[src/rtl/instr_fetch_unit.sv]
// rtl/instr_fetch_unit.sv - PC owner and sequential instruction prefetcher
// Keeps a small FIFO of upcoming bytes filled from instruction RAM; one read in flight at most.
module instr_fetch_unit #(
  parameter int ADDR_W = 8,
  parameter int DATA_W = 8,
  parameter int DEPTH  = 4
) (
  input  logic              CLOCK,
  input  logic              RESET,
  input  logic              FETCH,
  input  logic              PC_LOAD,
  input  logic [ADDR_W-1:0] PC_IN,
  output logic [ADDR_W-1:0] IRAM_ADDR,
  output logic              IRAM_REQ,
  input  logic              IRAM_ACK,
  input  logic [DATA_W-1:0] IRAM_DATA,
  output logic [DATA_W-1:0] INSTRUCTION,
  output logic              INSTR_VALID,
  output logic              STALL,
  output logic [ADDR_W-1:0] PC
);

  localparam int PTR_W = $clog2(DEPTH);
  localparam int CNT_W = PTR_W + 1;

  typedef enum logic [1:0] {S_IDLE, S_REQ, S_DRAIN} state_t;

  state_t            state_q, state_d;
  logic [ADDR_W-1:0] pc_q, pc_d, faddr_q, faddr_d, iram_addr_q, iram_addr_d;
  logic              iram_req_q, iram_req_d;
  logic [DATA_W-1:0] instr_q, instr_d;
  logic              instr_valid_q, instr_valid_d, pending_q, pending_d;
  logic [DATA_W-1:0] mem_q [DEPTH];
  logic [DATA_W-1:0] mem_d [DEPTH];
  logic [PTR_W-1:0]  rd_ptr_q, rd_ptr_d, wr_ptr_q, wr_ptr_d;
  logic [CNT_W-1:0]  count_q, count_d;
  logic              accept, bypass, push, pop;

  always_comb begin
    state_d       = state_q;
    pc_d          = pc_q;
    faddr_d       = faddr_q;
    iram_addr_d   = iram_addr_q;
    iram_req_d    = iram_req_q;
    instr_d       = instr_q;
    instr_valid_d = instr_valid_q;
    pending_d     = pending_q;
    mem_d         = mem_q;
    rd_ptr_d      = rd_ptr_q;
    wr_ptr_d      = wr_ptr_q;
    count_d       = count_q;
    bypass        = 1'b0;
    pop           = 1'b0;
    // Data from a read issued against the old stream (DRAIN, or REQ+PC_LOAD) is never used.
    accept        = (state_q == S_REQ) && IRAM_ACK && !PC_LOAD;

    if (PC_LOAD) begin
      pc_d          = PC_IN;
      instr_valid_d = 1'b0;
      pending_d     = pending_q | FETCH;
    end else if (pending_q) begin
      bypass = accept;
    end else if (FETCH) begin
      if (count_q != '0) begin
        pop           = 1'b1;
        instr_d       = mem_q[rd_ptr_q];
        instr_valid_d = 1'b1;
        pc_d          = pc_q + ADDR_W'(1);
      end else if (accept) begin
        bypass = 1'b1;
      end else begin
        pending_d     = 1'b1;
        instr_valid_d = 1'b0;
      end
    end

    if (bypass) begin
      instr_d       = IRAM_DATA;
      instr_valid_d = 1'b1;
      pending_d     = 1'b0;
      pc_d          = pc_q + ADDR_W'(1);
    end
    push = accept && !bypass;

    if (PC_LOAD) begin
      rd_ptr_d = '0;
      wr_ptr_d = '0;
      count_d  = '0;
    end else begin
      if (push) begin
        mem_d[wr_ptr_q] = IRAM_DATA;
        wr_ptr_d        = wr_ptr_q + PTR_W'(1);
      end
      if (pop) rd_ptr_d = rd_ptr_q + PTR_W'(1);
      count_d = count_q + CNT_W'(push) - CNT_W'(pop);
    end

    if (PC_LOAD)     faddr_d = PC_IN;
    else if (accept) faddr_d = faddr_q + ADDR_W'(1);

    case (state_q)
      S_IDLE: begin
        if (count_d < CNT_W'(DEPTH)) begin
          state_d     = S_REQ;
          iram_req_d  = 1'b1;
          iram_addr_d = faddr_d;
        end
      end
      S_REQ: begin
        if (IRAM_ACK) begin
          if (!PC_LOAD && count_d < CNT_W'(DEPTH)) begin
            iram_addr_d = faddr_d;
          end else begin
            state_d    = S_IDLE;
            iram_req_d = 1'b0;
          end
        end else if (PC_LOAD) begin
          state_d = S_DRAIN;
        end
      end
      S_DRAIN: begin
        if (IRAM_ACK) begin
          state_d    = S_IDLE;
          iram_req_d = 1'b0;
        end
      end
      default: begin
        state_d    = S_IDLE;
        iram_req_d = 1'b0;
      end
    endcase
  end

  always_ff @(posedge CLOCK or posedge RESET) begin
    if (RESET) begin
      state_q       <= S_IDLE;
      pc_q          <= '0;
      faddr_q       <= '0;
      iram_addr_q   <= '0;
      iram_req_q    <= 1'b0;
      instr_q       <= '0;
      instr_valid_q <= 1'b0;
      pending_q     <= 1'b0;
      for (int i = 0; i < DEPTH; i++) mem_q[i] <= '0;
      rd_ptr_q      <= '0;
      wr_ptr_q      <= '0;
      count_q       <= '0;
    end else begin
      state_q       <= state_d;
      pc_q          <= pc_d;
      faddr_q       <= faddr_d;
      iram_addr_q   <= iram_addr_d;
      iram_req_q    <= iram_req_d;
      instr_q       <= instr_d;
      instr_valid_q <= instr_valid_d;
      pending_q     <= pending_d;
      mem_q         <= mem_d;
      rd_ptr_q      <= rd_ptr_d;
      wr_ptr_q      <= wr_ptr_d;
      count_q       <= count_d;
    end
  end

  assign IRAM_ADDR   = iram_addr_q;
  assign IRAM_REQ    = iram_req_q;
  assign INSTRUCTION = instr_q;
  assign INSTR_VALID = instr_valid_q;
  assign STALL       = pending_q;
  assign PC          = pc_q;

endmodule

[config.mk]
export PLATFORM = sky130hd
export DESIGN_NAME = instr_fetch_unit
export DESIGN_NICKNAME = d
export VERILOG_FILES = /design/src/rtl/instr_fetch_unit.sv
export SDC_FILE = /design/constraint.sdc
export NUM_CORES = 1
export LEC_CHECK = 0
export ABC_AREA = 1
export CAP_MARGIN = 40
export CORE_MARGIN = 1
export CORE_UTILIZATION = 53
export CTS_CLUSTER_SIZE = 20
export DETAILED_ROUTE_END_ITERATION = 16
export PLACE_DENSITY = 0.83
export SKIP_CTS_REPAIR_TIMING = 1
export SYNTH_ARGS = -nofsm -noshare
export SYNTH_HDL_FRONTEND = slang
export SYNTH_SLANG_ARGS = --single-unit
export TNS_END_PERCENT = 30
[constraint.sdc]
create_clock -name CLOCK -period 3.6 [get_ports CLOCK]
set_input_delay 0.9 -clock CLOCK [delete_from_list [all_inputs] [get_ports CLOCK]]
set_output_delay 0.9 -clock CLOCK [all_outputs]
set_load 0.02 [all_outputs]
==> metrics.md, run 1 <==
| Metric | Value |
|---|---|
| TritonCTS Buffers | 9 |
| Vias | 3468 |
| Status | completed |
| Crit path top cell by count | nand2_1 |
| Placed Area | 0.00451 mm² |
| Initial antenna violation count | 0 |
| Synthesized netlist cell count | 498 |
| CP Class | input port to register |
| Startpoint Class | input port |
| Initial DRC count | 204 |
| Crit-path max FO | 6 |
| IO Pins | 48 |
| DP HPWL | 6650 µm |
| Hold Path Depth | 2 |
| Worst skew pair latency | 350 ps |
| Routed len/inst | 14.1 µm |
| Pin count of the biggest net entering global routing | 42 |
| CP max-delay cell | clkdlybuf4s50_1 |
| Die area | 0.00778 mm² |
| Cell taking the most area after synthesis | dfrtp_1 |
| Number of global-route vias before repair | 3327 |
| Crit-path leading delay family | simple AND/OR/NAND/NOR gates |
| IO buf count | 47 |
| Tmin final | 3370 ps |
| NumNets Final | 579 |
| P_leak | 2.38 nW |
| Row cnt | 31 |
| Cell Area, Synth | 0.00394 mm² |
| Syn Nets | 528 |
| All-layer global routing usage | 26.4% |
| Max Fclk | 297 MHz |
| Die span in y | 88.2 µm |
| Tcrit/Tclk final | 93.6% |
| Clk buf depth | 2 |
| Die Wd | 88.2 µm |
| ANT cells | 0 |
| Post-synth top area share | 48.3% |
| CP Buf/Inv Count | 4 |
| Pre-antenna DRT Iters | 7 |
| Final ANT Viol Nets | 0 |
| Critical Path Stages | 17 |
| Hold WC Path Type | register to register |
| Root Buffer | clkbuf_8 |
| Endpoints failing hold | 0 |
| H-tree lvl count | 3 |
| Syn-to-layout area delta | 19.5% |
| Core ar. | 0.00721 mm² |
| Final core utilization | 65.3% |
| DRT Wirelength | 9220 µm |
| Final slew viol count | 0 |
| Avg Inst Size Synth | 7.91 µm² |
| Final Skew | 9.67 ps |
| PwrDens | 655 mW/mm² |
| Largest stage delay on the critical path | 520 ps |
| Ys Warns | 0 |
| Ratio of cells with drive above 1 in the final layout | 9.39% |
| Clock slew at reported path FFs | 80 ps |
| Post-DR vias/cell | 5.31 |
| First-pass GRT wire length | 15500 µm |
| Cell depth of the worst flop-to-flop path | 16 |
| Clk sinks | 76 |
| VDD IR-drop max | 438 µV |
| CP cell instances | clkdlybuf4s50_1, nand2_1, nor2_1, inv_1, nor2_1, ha_1, inv_1, ha_1, inv_1, fa_1, nand3_1, nand2_1, nand3_1, nand2_1, nor2_1, nand2_1, nand2_1 |
| Setup TNS | 0 ps |
| Critical Path RT | 3890 ps |
| Worst setup EP type | register |
| Residual DRC | 0 |
| Register area share after synthesis | 48.3% |
| Worst-Margin Slew | 760 ps |
| Final setup viols | 0 |
| RSZ-0062 raised after global routing | no |
| GPL Wtd Cong | 0.883 |
| WP data arrival | 3660 ps |
| Post-synth cell types | 34 |
| Register bit total from synthesis | 76 |
| Post-route cell area | 0.00471 mm² |
| Slew headroom | 49.2% |
| CTS tree | yes |
| Initial Utilization | 54.6% |
| Top cells by area, synth | dfrtp_1, nand2_1, o21ai_0 |
| GRT Residual Overflow | 0 |
| Max-cap violations | 0 |
| Fillers | 619 |
## state kept, by name, summed over array words and instances (netlist names), 3 cells and up
register and cells:
mem_q 32, INSTRUCTION 8, IRAM_ADDR 8, PC 8, faddr_q 8, count_q 3
## synthesized netlist by cell type
library cell  count
inv_1            52
fa_1              1
o21ai_2           9
clkinv_1          1
nand2_1         165
nand3_4           1
nor2_1           21
buf_1             1
nand4_1           5
buf_6             3
dfrtp_1          76
o21ai_1          11
o21bai_1          1
nand3_1          40
a31o_2            1
nor2_4            1
a21oi_1          22
and2_1            1
nor2_8            1
xor2_1            2
a21boi_0          1
o21ai_0          43
nand2_4           3
o211ai_1          2
or2_2             4
xnor2_1           1
nor2_2            3
clkbuf_1          4
inv_2             1
ha_1              8
nand2_2           5
nor3_1            1
buf_4             2
buf_2             5
## layer usage
metal  routed length (µm)  GRT usage, %  share of wire [%]
met1                 3910          33.4                 42
met2                 4680          45.2                 51
met3                  526          5.88                5.7
met4                  100          8.06                1.1
met5                    0             0                  0
## layout make-up
cell class	instances	area, µm²	share of cell area, %
Timing Repair Buffer	55	543	11.5
Inverter	54	203	4.31
Clock buffer	12	145	3.08
Clock inverter	4	48.8	1.04
Tap cell	99	124	2.63
Multi-Input combinational cell	353	1740	37.0
Sequential cell	76	1900	40.4
## stage by stage
step / cells / total power [mW] / hold WS, ps / worst slack (ps)
final: 653 / 3.08 / 484 / 230
after global placement: 637 / 2.39 / 465 / 117
after global routing: 653 / 3.29 / 510 / 5.75
after floorplan: 498 / 2.00 / 457 / 484
after detailed placement: 637 / 2.45 / 465 / -85.8
after CTS: 653 / 3.10 / 487 / 282
## worst paths after layout
check                                from              to  slack [ps]
min in group asynchronous           RESET      count_q[2]        1010
hold reg to reg            INSTRUCTION[0]  INSTRUCTION[0]         480
max in group asynchronous           RESET           PC[1]        1920
hold / removal             INSTRUCTION[0]  INSTRUCTION[0]         480
setup reg to reg               count_q[1]    IRAM_ADDR[4]         680
setup / recovery                    FETCH    IRAM_ADDR[4]         230
## worst register-to-register path, delay by kind of cell (launching register included)
family / cells / cell delay, ps
fa+ha+maj: 3 / 770
flops: 1 / 440
simple gates: 10 / 1460
buf+inv: 3 / 210
## cells in the final DEF (no fill, tap or decap), types with 2 or more instances in the layout
cell type	n
ha_1	8
clkbuf_1	2
clkinv_2	2
nor2_2	3
or2_2	4
nand2_4	3
buf_4	7
clkdlybuf4s50_1	47
inv_2	2
o211ai_1	2
dfrtp_1	76
o21ai_1	11
o21ai_2	9
clkbuf_8	10
nand4_1	5
xor2_1	2
nand3_1	40
nand2_2	5
nand2_1	165
a21oi_1	22
inv_1	51
nor2_1	21
o21ai_0	43
## power by group
group          switching (mW)  leakage, nW  internal (mW)
Combinational           0.676         1.34          0.473
Clock                   0.313        0.100          0.339
Sequential              0.163        0.940           1.12
## cell families after synthesis
logic type               count (synthesis)  share of synthesized area [%]
XOR/XNOR                                 3                          0.667
AO/OA/AOI/OAI                           90                           12.6
flip-flops                              76                           48.3
adder cells (fa/ha/maj)                  9                           3.05
buffers and inverters                   69                           7.49
AND/OR/NAND/NOR                        251                           27.9
No activity file was read; power rests on OpenSTA's default activity.
==> inputs of run 2 (changes only) <==
--- a/config.mk
+++ b/config.mk
@@ -13,6 +13,7 @@
 export DETAILED_ROUTE_END_ITERATION = 16
 export PLACE_DENSITY = 0.83
 export SKIP_CTS_REPAIR_TIMING = 1
+export SLEW_MARGIN = 20
 export SYNTH_ARGS = -nofsm -noshare
 export SYNTH_HDL_FRONTEND = slang
 export SYNTH_SLANG_ARGS = --single-unit
==> run 2 against run 1 <==
Compared with the run above: combinational power hardly changed; total power hardly changed; global-route usage stayed put; clock power hardly changed; first-iteration DRC count is 6.9% higher; count of clock-buffer cells in the layout stayed put; utilization is 0.28 points higher; register-to-register slack hardly changed; via count is 0.29% higher; largest power group unchanged.
==> metrics.md, run 2 (same netlist as run 1, synthesis figures left out) <==
| Metric | Value |
|---|---|
| ANT cells | 0 |
| Root Buffer | clkbuf_8 |
| Cells after DPL | 637 |
| Final slew viol count | 0 |
| Routed len/inst | 14.2 µm |
| VDD IR-drop max | 439 µV |
| Multi-input combinational cell area | 0.00174 mm² |
| P_leak | 2.39 nW |
| Worst skew pair latency | 350 ps |
| Critical Path RT | 3890 ps |
| Syn-to-layout area delta | 20.0% |
| IO buf count | 47 |
| Commonest non-fill, non-tap cell in the layout | nand2_1 |
| H-tree lvl count | 3 |
| Initial Utilization | 54.6% |
| Status | completed |
| GRT Residual Overflow | 0 |
| Number of global-route vias before repair | 3327 |
| CTS tree | yes |
| PwrDens | 652 mW/mm² |
| RSZ-0062 raised after global routing | no |
| Fillers | 618 |
| Crit-path max FO | 6 |
| Most frequent cells in the layout | nand2_1, dfrtp_1, inv_1 |
| Max-cap violations | 0 |
| Final setup viols | 0 |
| Hold WC Path Type | register to register |
| Hold slack | 483 ps |
| Vias | 3478 |
| TritonCTS Buffers | 9 |
| DP HPWL | 6650 µm |
| Worst-Margin Slew | 716 ps |
| Worst setup EP type | register |
| Tcrit/Tclk final | 93.6% |
| WP data arrival | 3660 ps |
| Final non-filler cell total | 654 |
| Final ANT Viol Nets | 0 |
| Clk buf depth | 2 |
| Die Wd | 88.2 µm |
| Setup TNS | 0 ps |
| First-pass GRT wire length | 15500 µm |
| Clock slew at reported path FFs | 80 ps |
| Startpoint Class | input port |
| DRT Wirelength | 9270 µm |
| Initial antenna violation count | 0 |
| NumNets Final | 580 |
| All-layer global routing usage | 26.4% |
| Largest Register | mem_q |
| Clk sinks | 76 |
| IO Pins | 48 |
| Max Fclk | 297 MHz |
| Final Skew | 9.64 ps |
| Slew headroom | 52.3% |
| Row cnt | 31 |
| Tmin final | 3370 ps |
| Endpoints failing hold | 0 |
| Ratio of cells with drive above 1 in the final layout | 9.55% |
| GPL Wtd Cong | 0.883 |
| CP Class | input port to register |
| Pin count of the biggest net entering global routing | 42 |
| Pre-antenna DRT Iters | 7 |
| Die area | 0.00778 mm² |
| Post-DR vias/cell | 5.32 |
| Reg area | 0.00190 mm² |
| Die span in y | 88.2 µm |
| Core ar. | 0.00721 mm² |
| Max reg flops | 32 |
| Initial DRC count | 218 |
| Residual DRC | 0 |
==> run 2: stage by stage <==
stage | setup slack (ps) | total power [mW] | area [µm²] | utilization, %
after global routing | 5.75 | 3.30 | 4730 | 65.5
after detailed placement | -85.8 | 2.45 | 4510 | 62.6
after floorplan | 484 | 2.00 | 3940 | -
after CTS | 282 | 3.10 | 4710 | 65.3
after global placement | 117 | 2.39 | 4510 | 62.6
final | 229 | 3.08 | 4730 | 65.5
==> run 2: final timing paths <==
path,depth (start not counted),slack (ps),to,startpoint
min in group asynchronous,2,730,count_q[2],RESET
max in group asynchronous,4,2210,PC[1],RESET
max,17,230,IRAM_ADDR[4],FETCH
min reg2reg,2,480,INSTRUCTION[0],INSTRUCTION[0]
min,2,480,INSTRUCTION[0],INSTRUCTION[0]
max reg2reg,16,690,IRAM_ADDR[4],count_q[1]
==> run 2: critical path, stage by stage <==
cell and delay, ps:
clkdlybuf4s50_1 520, nand2_1 110, nor2_1 150, inv_1 80, nor2_1 110, ha_1 240
inv_1 60, ha_1 130, inv_1 50, fa_1 370, nand3_1 130, nand2_1 80
nand3_1 100, nand2_1 90, nor2_1 340, nand2_1 120, nand2_1 80
==> run 2: metal layers <==
metal / vias up / track usage (%) / routed length [µm]
met1: 1655 / 33.4 / 3920
met2: 113 / 45.2 / 4720
met3: 15 / 5.88 / 508
met5: - / 0 / 0
li1: 1695 / - / -
met4: 0 / 8.06 / 131
==> run 2: layout make-up <==
| type | count | area share, % |
|---|---|---|
| tap | 99 | 2.62 |
| clock buffer | 12 | 3.07 |
| inverter | 54 | 4.29 |
| sequential | 76 | 40.2 |
| timing repair buffer | 56 | 11.9 |
| multi-input combinational | 353 | 36.9 |
| clock inverter | 4 | 1.03 |
==> run 2: power by group <==
group / switching [mW] / internal (mW) / leakage (nW) / total [mW]
registers: 0.162 / 1.12 / 0.940 / 1.28
clock network: 0.312 / 0.339 / 0.100 / 0.651
logic: 0.676 / 0.475 / 1.35 / 1.15
